--- src/rtl/regfile_pkg.sv ---
// Shared constants and the write-request bundle for the multi-port register file.
package regfile_pkg;

  localparam int DEF_RWIDTH = 5;
  localparam int DEF_DWIDTH = 32;
  localparam int NWR        = 2;

  // Bundle fields are sized for the widest supported instance; narrower instances zero-extend.
  localparam int MAX_RWIDTH = 16;
  localparam int MAX_DWIDTH = 64;

  typedef struct packed {
    logic                  we;
    logic [MAX_RWIDTH-1:0] wa;
    logic [MAX_DWIDTH-1:0] wd;
  } wr_req_t;

  function automatic logic wr_valid(input logic we, input logic [MAX_RWIDTH-1:0] wa);
    return we && (wa != '0);
  endfunction

endpackage

--- src/rtl/regfile_scoreboard.sv ---
// Pending-write scoreboard: one pending bit per register plus a registered population count.
module regfile_scoreboard
  import regfile_pkg::*;
#(
  parameter int RWIDTH = DEF_RWIDTH,
  parameter int NWP    = NWR
) (
  input  logic                       clk,
  input  logic                       rst_n,
  input  logic [NWP-1:0]             wr_en_i,
  input  logic [NWP-1:0][RWIDTH-1:0] wr_addr_i,
  input  logic                       rsv_en_i,
  input  logic [RWIDTH-1:0]          rsv_addr_i,
  output logic [2**RWIDTH-1:0]       pend_o,
  output logic [RWIDTH:0]            pend_cnt_o
);

  localparam int DEPTH = 2**RWIDTH;
  localparam int CW    = RWIDTH + 1;

  logic [DEPTH-1:0] pend_q, pend_d;
  logic [CW-1:0]    cnt_q, cnt_d;

  always_comb begin
    pend_d = pend_q;
    for (int p = 0; p < NWP; p++) begin
      if (wr_en_i[p]) pend_d[wr_addr_i[p]] = 1'b0;
    end
    // Reserve applied after the clears so a same-cycle reserve and write leaves the bit set.
    if (rsv_en_i) pend_d[rsv_addr_i] = 1'b1;
    pend_d[0] = 1'b0;
    cnt_d = '0;
    for (int i = 1; i < DEPTH; i++) begin
      cnt_d = cnt_d + CW'(pend_d[i]);
    end
  end

  always_ff @(posedge clk or negedge rst_n) begin
    if (!rst_n) begin
      pend_q <= '0;
      cnt_q  <= '0;
    end else begin
      pend_q <= pend_d;
      cnt_q  <= cnt_d;
    end
  end

  assign pend_o     = pend_q;
  assign pend_cnt_o = cnt_q;

endmodule

--- src/rtl/regfile_mport.sv ---
// Multi-port register file: NRD combinational reads, two write ports, pending-write scoreboard.
// Defining REGFILE_BYPASS_EN forwards same-cycle write data to matching read ports.
module regfile_mport
  import regfile_pkg::*;
#(
  parameter int RWIDTH = DEF_RWIDTH,
  parameter int DWIDTH = DEF_DWIDTH,
  parameter int NRD    = 2
) (
  input  logic                       clk,
  input  logic                       rst_n,
  input  logic [NRD-1:0][RWIDTH-1:0] ra,
  output logic [NRD-1:0][DWIDTH-1:0] rd,
  output logic [NRD-1:0]             busy,
  input  logic                       we0,
  input  logic                       we1,
  input  logic [RWIDTH-1:0]          wa0,
  input  logic [RWIDTH-1:0]          wa1,
  input  logic [DWIDTH-1:0]          wd0,
  input  logic [DWIDTH-1:0]          wd1,
  input  logic                       rsv_en,
  input  logic [RWIDTH-1:0]          rsv_addr,
  output logic [RWIDTH:0]            pend_cnt
);

  localparam int DEPTH = 2**RWIDTH;

  wr_req_t [NWR-1:0]             wr_req;
  logic [NWR-1:0]                wr_en;
  logic [NWR-1:0][RWIDTH-1:0]    wr_addr;
  logic [DWIDTH-1:0]             regs_q [DEPTH];
  logic [DEPTH-1:0]              pend;

  assign wr_req[0] = '{we: we0, wa: MAX_RWIDTH'(wa0), wd: MAX_DWIDTH'(wd0)};
  assign wr_req[1] = '{we: we1, wa: MAX_RWIDTH'(wa1), wd: MAX_DWIDTH'(wd1)};

  genvar gi;
  generate
    for (gi = 0; gi < NWR; gi++) begin : g_wr
      assign wr_en[gi]   = wr_valid(wr_req[gi].we, wr_req[gi].wa);
      assign wr_addr[gi] = RWIDTH'(wr_req[gi].wa);
    end
  endgenerate

  // Port 1 is assigned last, so it wins when both ports hit the same register.
  always_ff @(posedge clk or negedge rst_n) begin
    if (!rst_n) begin
      for (int i = 0; i < DEPTH; i++) regs_q[i] <= '0;
    end else begin
      for (int p = 0; p < NWR; p++) begin
        if (wr_en[p]) regs_q[wr_addr[p]] <= DWIDTH'(wr_req[p].wd);
      end
    end
  end

  regfile_scoreboard #(
    .RWIDTH (RWIDTH),
    .NWP    (NWR)
  ) u_scoreboard (
    .clk        (clk),
    .rst_n      (rst_n),
    .wr_en_i    (wr_en),
    .wr_addr_i  (wr_addr),
    .rsv_en_i   (rsv_en),
    .rsv_addr_i (rsv_addr),
    .pend_o     (pend),
    .pend_cnt_o (pend_cnt)
  );

  generate
    for (gi = 0; gi < NRD; gi++) begin : g_rd
      logic [DWIDTH-1:0] data;
      logic              bsy;

      always_comb begin
        data = regs_q[ra[gi]];
        bsy  = pend[ra[gi]];
`ifdef REGFILE_BYPASS_EN
        for (int p = 0; p < NWR; p++) begin
          if (wr_en[p] && (wr_addr[p] == ra[gi])) begin
            data = DWIDTH'(wr_req[p].wd);
            bsy  = rsv_en && (rsv_addr == ra[gi]);
          end
        end
`endif
      end

      // Outputs held quiet while reset is asserted, even if a write is being driven.
      assign rd[gi]   = rst_n ? data : '0;
      assign busy[gi] = rst_n & bsy;
    end
  endgenerate

endmodule

--- config.mk ---
export PLATFORM = sky130hd
export DESIGN_NAME = regfile_mport
export DESIGN_NICKNAME = d
export VERILOG_FILES = /design/src/rtl/regfile_pkg.sv /design/src/rtl/regfile_scoreboard.sv /design/src/rtl/regfile_mport.sv
export SDC_FILE = /design/constraint.sdc
export NUM_CORES = 2
export LEC_CHECK = 0
export CAP_MARGIN = 20
export CORE_MARGIN = 2
export CORE_UTILIZATION = 25
export CTS_CLUSTER_DIAMETER = 150
export DETAILED_ROUTE_END_ITERATION = 10
export PLACE_DENSITY_LB_ADDON = 0.2
export SYNTH_ARGS = -nofsm -noshare
export SYNTH_HDL_FRONTEND = slang
export SYNTH_SLANG_ARGS = --single-unit
--- constraint.sdc ---
create_clock -name clk -period 6.3 [get_ports clk]
set_input_delay 0.945 -clock clk [delete_from_list [all_inputs] [get_ports clk]]
set_output_delay 0.945 -clock clk [all_outputs]
set_load 0.1 [all_outputs]
==> PnR_summary.wiki <==
{| class="wikitable"
! Metric !! Value
|-
| Post-route standard cell area excluding fillers || just under 80000 um2
|-
| Highest Clock Rate || 162 MHz
|-
| Setup Fix Bufs, Post-CTS || 0
|-
| Horizontal die dimension || 517 um
|-
| Cell at the root of the clock tree || sky130_fd_sc_hd__clkbuf_16
|-
| Synthesis-to-finish area growth || 17.6%
|-
| Worst-path maximum fanout || 8
|-
| Critical path capture point type || flop
|-
| Ratio of final minimum period to clock period || 98.1%
|-
| IR Drop Worst-Case VDD || 670 uV
|-
| Source-to-sink clock delay at the later pin of the worst-skew pair || approximately 800 ps
|-
| Initial cell density of the core || 25.1%
|-
| Clock transition at path regs || 60 ps
|-
| Filler instances || 26900
|-
| Slew HR || 17.0%
|-
| Count of TritonRoute iterations in the first routing pass || 6
|-
| Post-cts sizing count || 0
|-
| Row cnt || approximately 190
|-
| Family with the most delay on the worst path || adder cells
|-
| Count of yosys warnings during synthesis || 0
|-
| Min cycle time layout || 6180 ps
|-
| Largest net degree at the start of global routing || 78
|-
| Dpl cell area || 72700 um2
|-
| Htree depth || 4
|-
| Final HPWL DP || 224000 um
|-
| Static leakage power || 32.6 nW
|-
| Drt drc || 0
|-
| Unique masters post-synth || 61
|-
| Placeable core region || 262000 um2
|-
| Via-per-instance ratio || 5.96
|-
| Final count of hold timing violations || 0
|-
| Type of element launching the critical path || input port
|-
| EDFF count, synth || 0
|-
| Quantity of hold-fixing buffers added after cts || 0
|-
| Number of cells traversed by the worst register-to-register path || 15
|-
| Synthesized cell area || 65700 um2
|-
| Mean post-synth cell area || between 10 and 15 um2
|-
| Delay of the slowest cell on the worst path || between 500 and 600 ps
|-
| Minimum setup slack among reg-to-reg paths || 1110 ps
|-
| Layout Skew || 7.87 ps
|-
| Setup repair after global routing missed its margin || no
|-
| Via count of the routed design || 59200
|-
| Critical Path RT || 7020 ps
|-
| Aggregate global-route resource usage || 27.0%
|-
| Total die area || approximately 270000 um2
|-
| Transition time at the pin with the least slew margin || 1250 ps
|-
| Leftover overflow at the end of global routing || 0
|-
| Total design power || 27.2 mW
|-
| Sink Count || roughly 1100
|-
| Net count of the mapped netlist || between 6000 and 7000
|-
| Synth Instances || ~6400
|-
| Post-detailed-route count of antenna-violating nets || 0
|-
| First-pass GRT wire length || 502000 um
|-
| Detailed Route Iter0 Violations || 7761
|-
| Quantity of I/O buffers inserted on ports || 165
|-
| Aggregate routed wire length || 367000 um
|-
| IO Count || between 150 and 200
|-
| Antenna violations before repair || 24
|-
| Largest area contributor in the synthesized netlist || sky130_fd_sc_hd__dfrtp_1
|-
| Slowest cell on crit path || sky130_fd_sc_hd__fa_1
|-
| Final setup fails || 0
|-
| Routed len/inst || 37.0 um
|-
| Maximum number of buffers from clock root to sink || 3
|-
| Vias in the first global route || roughly 57000
|-
| Run status || finished, final reports clean
|-
| Final max-slew violation count || 0
|-
| Launch instance of the worst register-to-register path || u_scoreboard.pend_o[2]
|-
| DP Worst Slack || -729 ps
|-
| Power density over the cells || approximately 350 nW/um2
|-
| Primary flip-flop cell chosen by synthesis mapping || sky130_fd_sc_hd__dfrtp_1
|-
| CP dominant cell by count || sky130_fd_sc_hd__fa_1
|-
| Number of buffers created by CTS || ~130
|-
| Die Ht || 517 um
|-
| Seq cells post-synth || 1061
|-
| Buffers & Inverters on Critical Path || 4
|-
| Part of the Yosys area used for sequential elements || 40.4%
|-
| Max-capacitance violation count || 0
|-
| Fraction of layout instances using a drive strength above 1 || approximately 22%
|-
| Minimum setup slack in the final design || 123 ps
|-
| Share of synthesized registers carrying an async set or reset || 100%
|-
| CP Cell Sequence || clkdlybuf4s50_1, buf_12, or4_4, a32o_1, ha_1, fa_1, fa_1, fa_1, fa_1, inv_1, fa_1, fa_1, inv_1, ha_2, fa_2, a21o_1, a21oi_2, xnor2_1
|-
| Clock tree from TritonCTS || done
|-
| Worst min-delay path category || in -> async
|-
| Fraction of post-synthesis cell area in the top cell type by area || 40.4%
|-
| Post-layout net count || 6432
|-
| RD Place Congestion || around 0.9
|-
| Terminus of the critical flop-to-flop path || u_scoreboard.pend_cnt_o[4]
|-
| Data arrival at the endpoint of the critical path || 6900 ps
|-
| Biggest area contributors in the synthesized netlist || sky130_fd_sc_hd__dfrtp_1, sky130_fd_sc_hd__mux4_2, sky130_fd_sc_hd__mux2i_1, sky130_fd_sc_hd__nand2_1, sky130_fd_sc_hd__nor2_1
|-
| CP Class || in -> reg
|}
[per-layer routing]
metal,global-route usage (%),vias up,share of wire [%]
met5,0,-,0.027
li1,-,23600,-
met4,16.3,16,7.0
met3,5.82,1021,8.8
met2,42.2,3648,45
met1,34.2,30900,39
[logic make-up (layout without fill, tap and decap cells)]
group	count (synthesis)	count (layout)	share of synthesized area, %
buf+inv	867	879	5.50
flops	1061	1061	40.4
fa+ha+maj	32	32	0.872
other cells	0	11	0
compound gates	1705	1705	16.8
xor+xnor	3	3	0.0400
simple gates	1545	1545	9.34
mux	1182	1182	27.0
[worst max path at each step]
stage | startpoint | to | slack [ps] | cells past startpoint
global placement | wa0[4] | u_scoreboard.pend_cnt_o[4] | -770 | 18
floorplan | wa0[4] | u_scoreboard.pend_cnt_o[4] | -330 | 21
finish | wa0[2] | u_scoreboard.pend_cnt_o[4] | 120 | 18
detailed placement | wa0[2] | u_scoreboard.pend_cnt_o[4] | -730 | 20
CTS | wa0[4] | u_scoreboard.pend_cnt_o[4] | 70 | 18
global route | wa0[2] | u_scoreboard.pend_cnt_o[4] | 10 | 21
[cell type report]
type,count,area [um2],area share (%)
diodes,11,27.5,0.0357
clock buffers,209,4110,5.33
clock inverters,28,303,0.392
inverters,39,151,0.196
multi-input cells,4467,36100,46.7
flip-flops and latches,1061,26600,34.4
well taps,3515,4400,5.70
repair buffers,603,5610,7.27
[stage by stage]
step | hold WS [ps] | instances | TNS [ps] | util [%]
global placement | 377 | 9682 | -3000 | 27.8
global route | 185 | 9926 | 0 | 29.5
CTS | 158 | 9922 | 0 | 29.5
finish | 176 | 9933 | 0 | 29.5
floorplan | 441 | 6395 | -633 | -
detailed placement | 382 | 9685 | -2860 | 27.8
[worst register-to-register path: cells and delay by family (launching register included)]
family	cells	cell delay, ps
AO/OA/AOI/OAI	3	620
XOR/XNOR	1	130
adder cells (fa/ha/maj)	9	3850
buffers and inverters	2	100
flip-flops	1	410
[sequential cells by signal, indices dropped and copies added, names as in the netlist]
register and flops:
u_scoreboard.pend_cnt_o 6, regs_q 1024, u_scoreboard.pend_o 31
[cell usage in the layout (no fill, tap or decap), types with 15 or more instances in the layout]
| cell | n |
|---|---|
| sky130_fd_sc_hd__a21oi_1 | 449 |
| sky130_fd_sc_hd__a221oi_1 | 110 |
| sky130_fd_sc_hd__a22oi_1 | 176 |
| sky130_fd_sc_hd__a31oi_1 | 224 |
| sky130_fd_sc_hd__a32o_1 | 15 |
| sky130_fd_sc_hd__a32oi_1 | 199 |
| sky130_fd_sc_hd__buf_12 | 65 |
| sky130_fd_sc_hd__buf_4 | 438 |
| sky130_fd_sc_hd__clkbuf_1 | 35 |
| sky130_fd_sc_hd__clkbuf_16 | 141 |
| sky130_fd_sc_hd__clkbuf_8 | 33 |
| sky130_fd_sc_hd__clkdlybuf4s50_1 | 84 |
| sky130_fd_sc_hd__dfrtp_1 | 1061 |
| sky130_fd_sc_hd__fa_1 | 22 |
| sky130_fd_sc_hd__inv_1 | 37 |
| sky130_fd_sc_hd__mux2_2 | 132 |
| sky130_fd_sc_hd__mux2i_1 | 590 |
| sky130_fd_sc_hd__mux4_2 | 460 |
| sky130_fd_sc_hd__nand2_1 | 724 |
| sky130_fd_sc_hd__nand2_4 | 25 |
| sky130_fd_sc_hd__nor2_1 | 669 |
| sky130_fd_sc_hd__nor2_4 | 23 |
| sky130_fd_sc_hd__o2111ai_1 | 17 |
| sky130_fd_sc_hd__o21ai_0 | 400 |
| sky130_fd_sc_hd__o221ai_1 | 64 |
[cells in the mapped netlist (all sizes together) (3+ instances only)]
cell     number
dfrtp      1061
nand2       759
nor2        694
mux2i       590
clkbuf      589
mux4        460
a21oi       451
o21ai       405
buf         239
a31oi       224
a32oi       200
a22oi       176
mux2        132
a221oi      122
o221ai       64
inv          39
fa           23
o2111ai      17
a32o         15
and2         13
o211a        12
nor3         11
and3b         9
ha            9
nor3b         9
nor2b         8
nand2b        7
and3          6
o21a          6
nand3         5
or2           5
a21boi        4
nand3b        3
nand4         3
or3           3
[power by group]
| part | switching [mW] | internal, mW | leakage (nW) | total [mW] |
|---|---|---|---|---|
| Combinational | 4.62 | 4.44 | 17.4 | 9.06 |
| Sequential | 1.49 | 8.62 | 13.0 | 10.1 |
| Clock | 3.38 | 4.65 | 2.17 | 8.04 |
| Total | 9.49 | 17.7 | 32.6 | 27.2 |
Note: power is estimated with default switching activity, not from simulation.
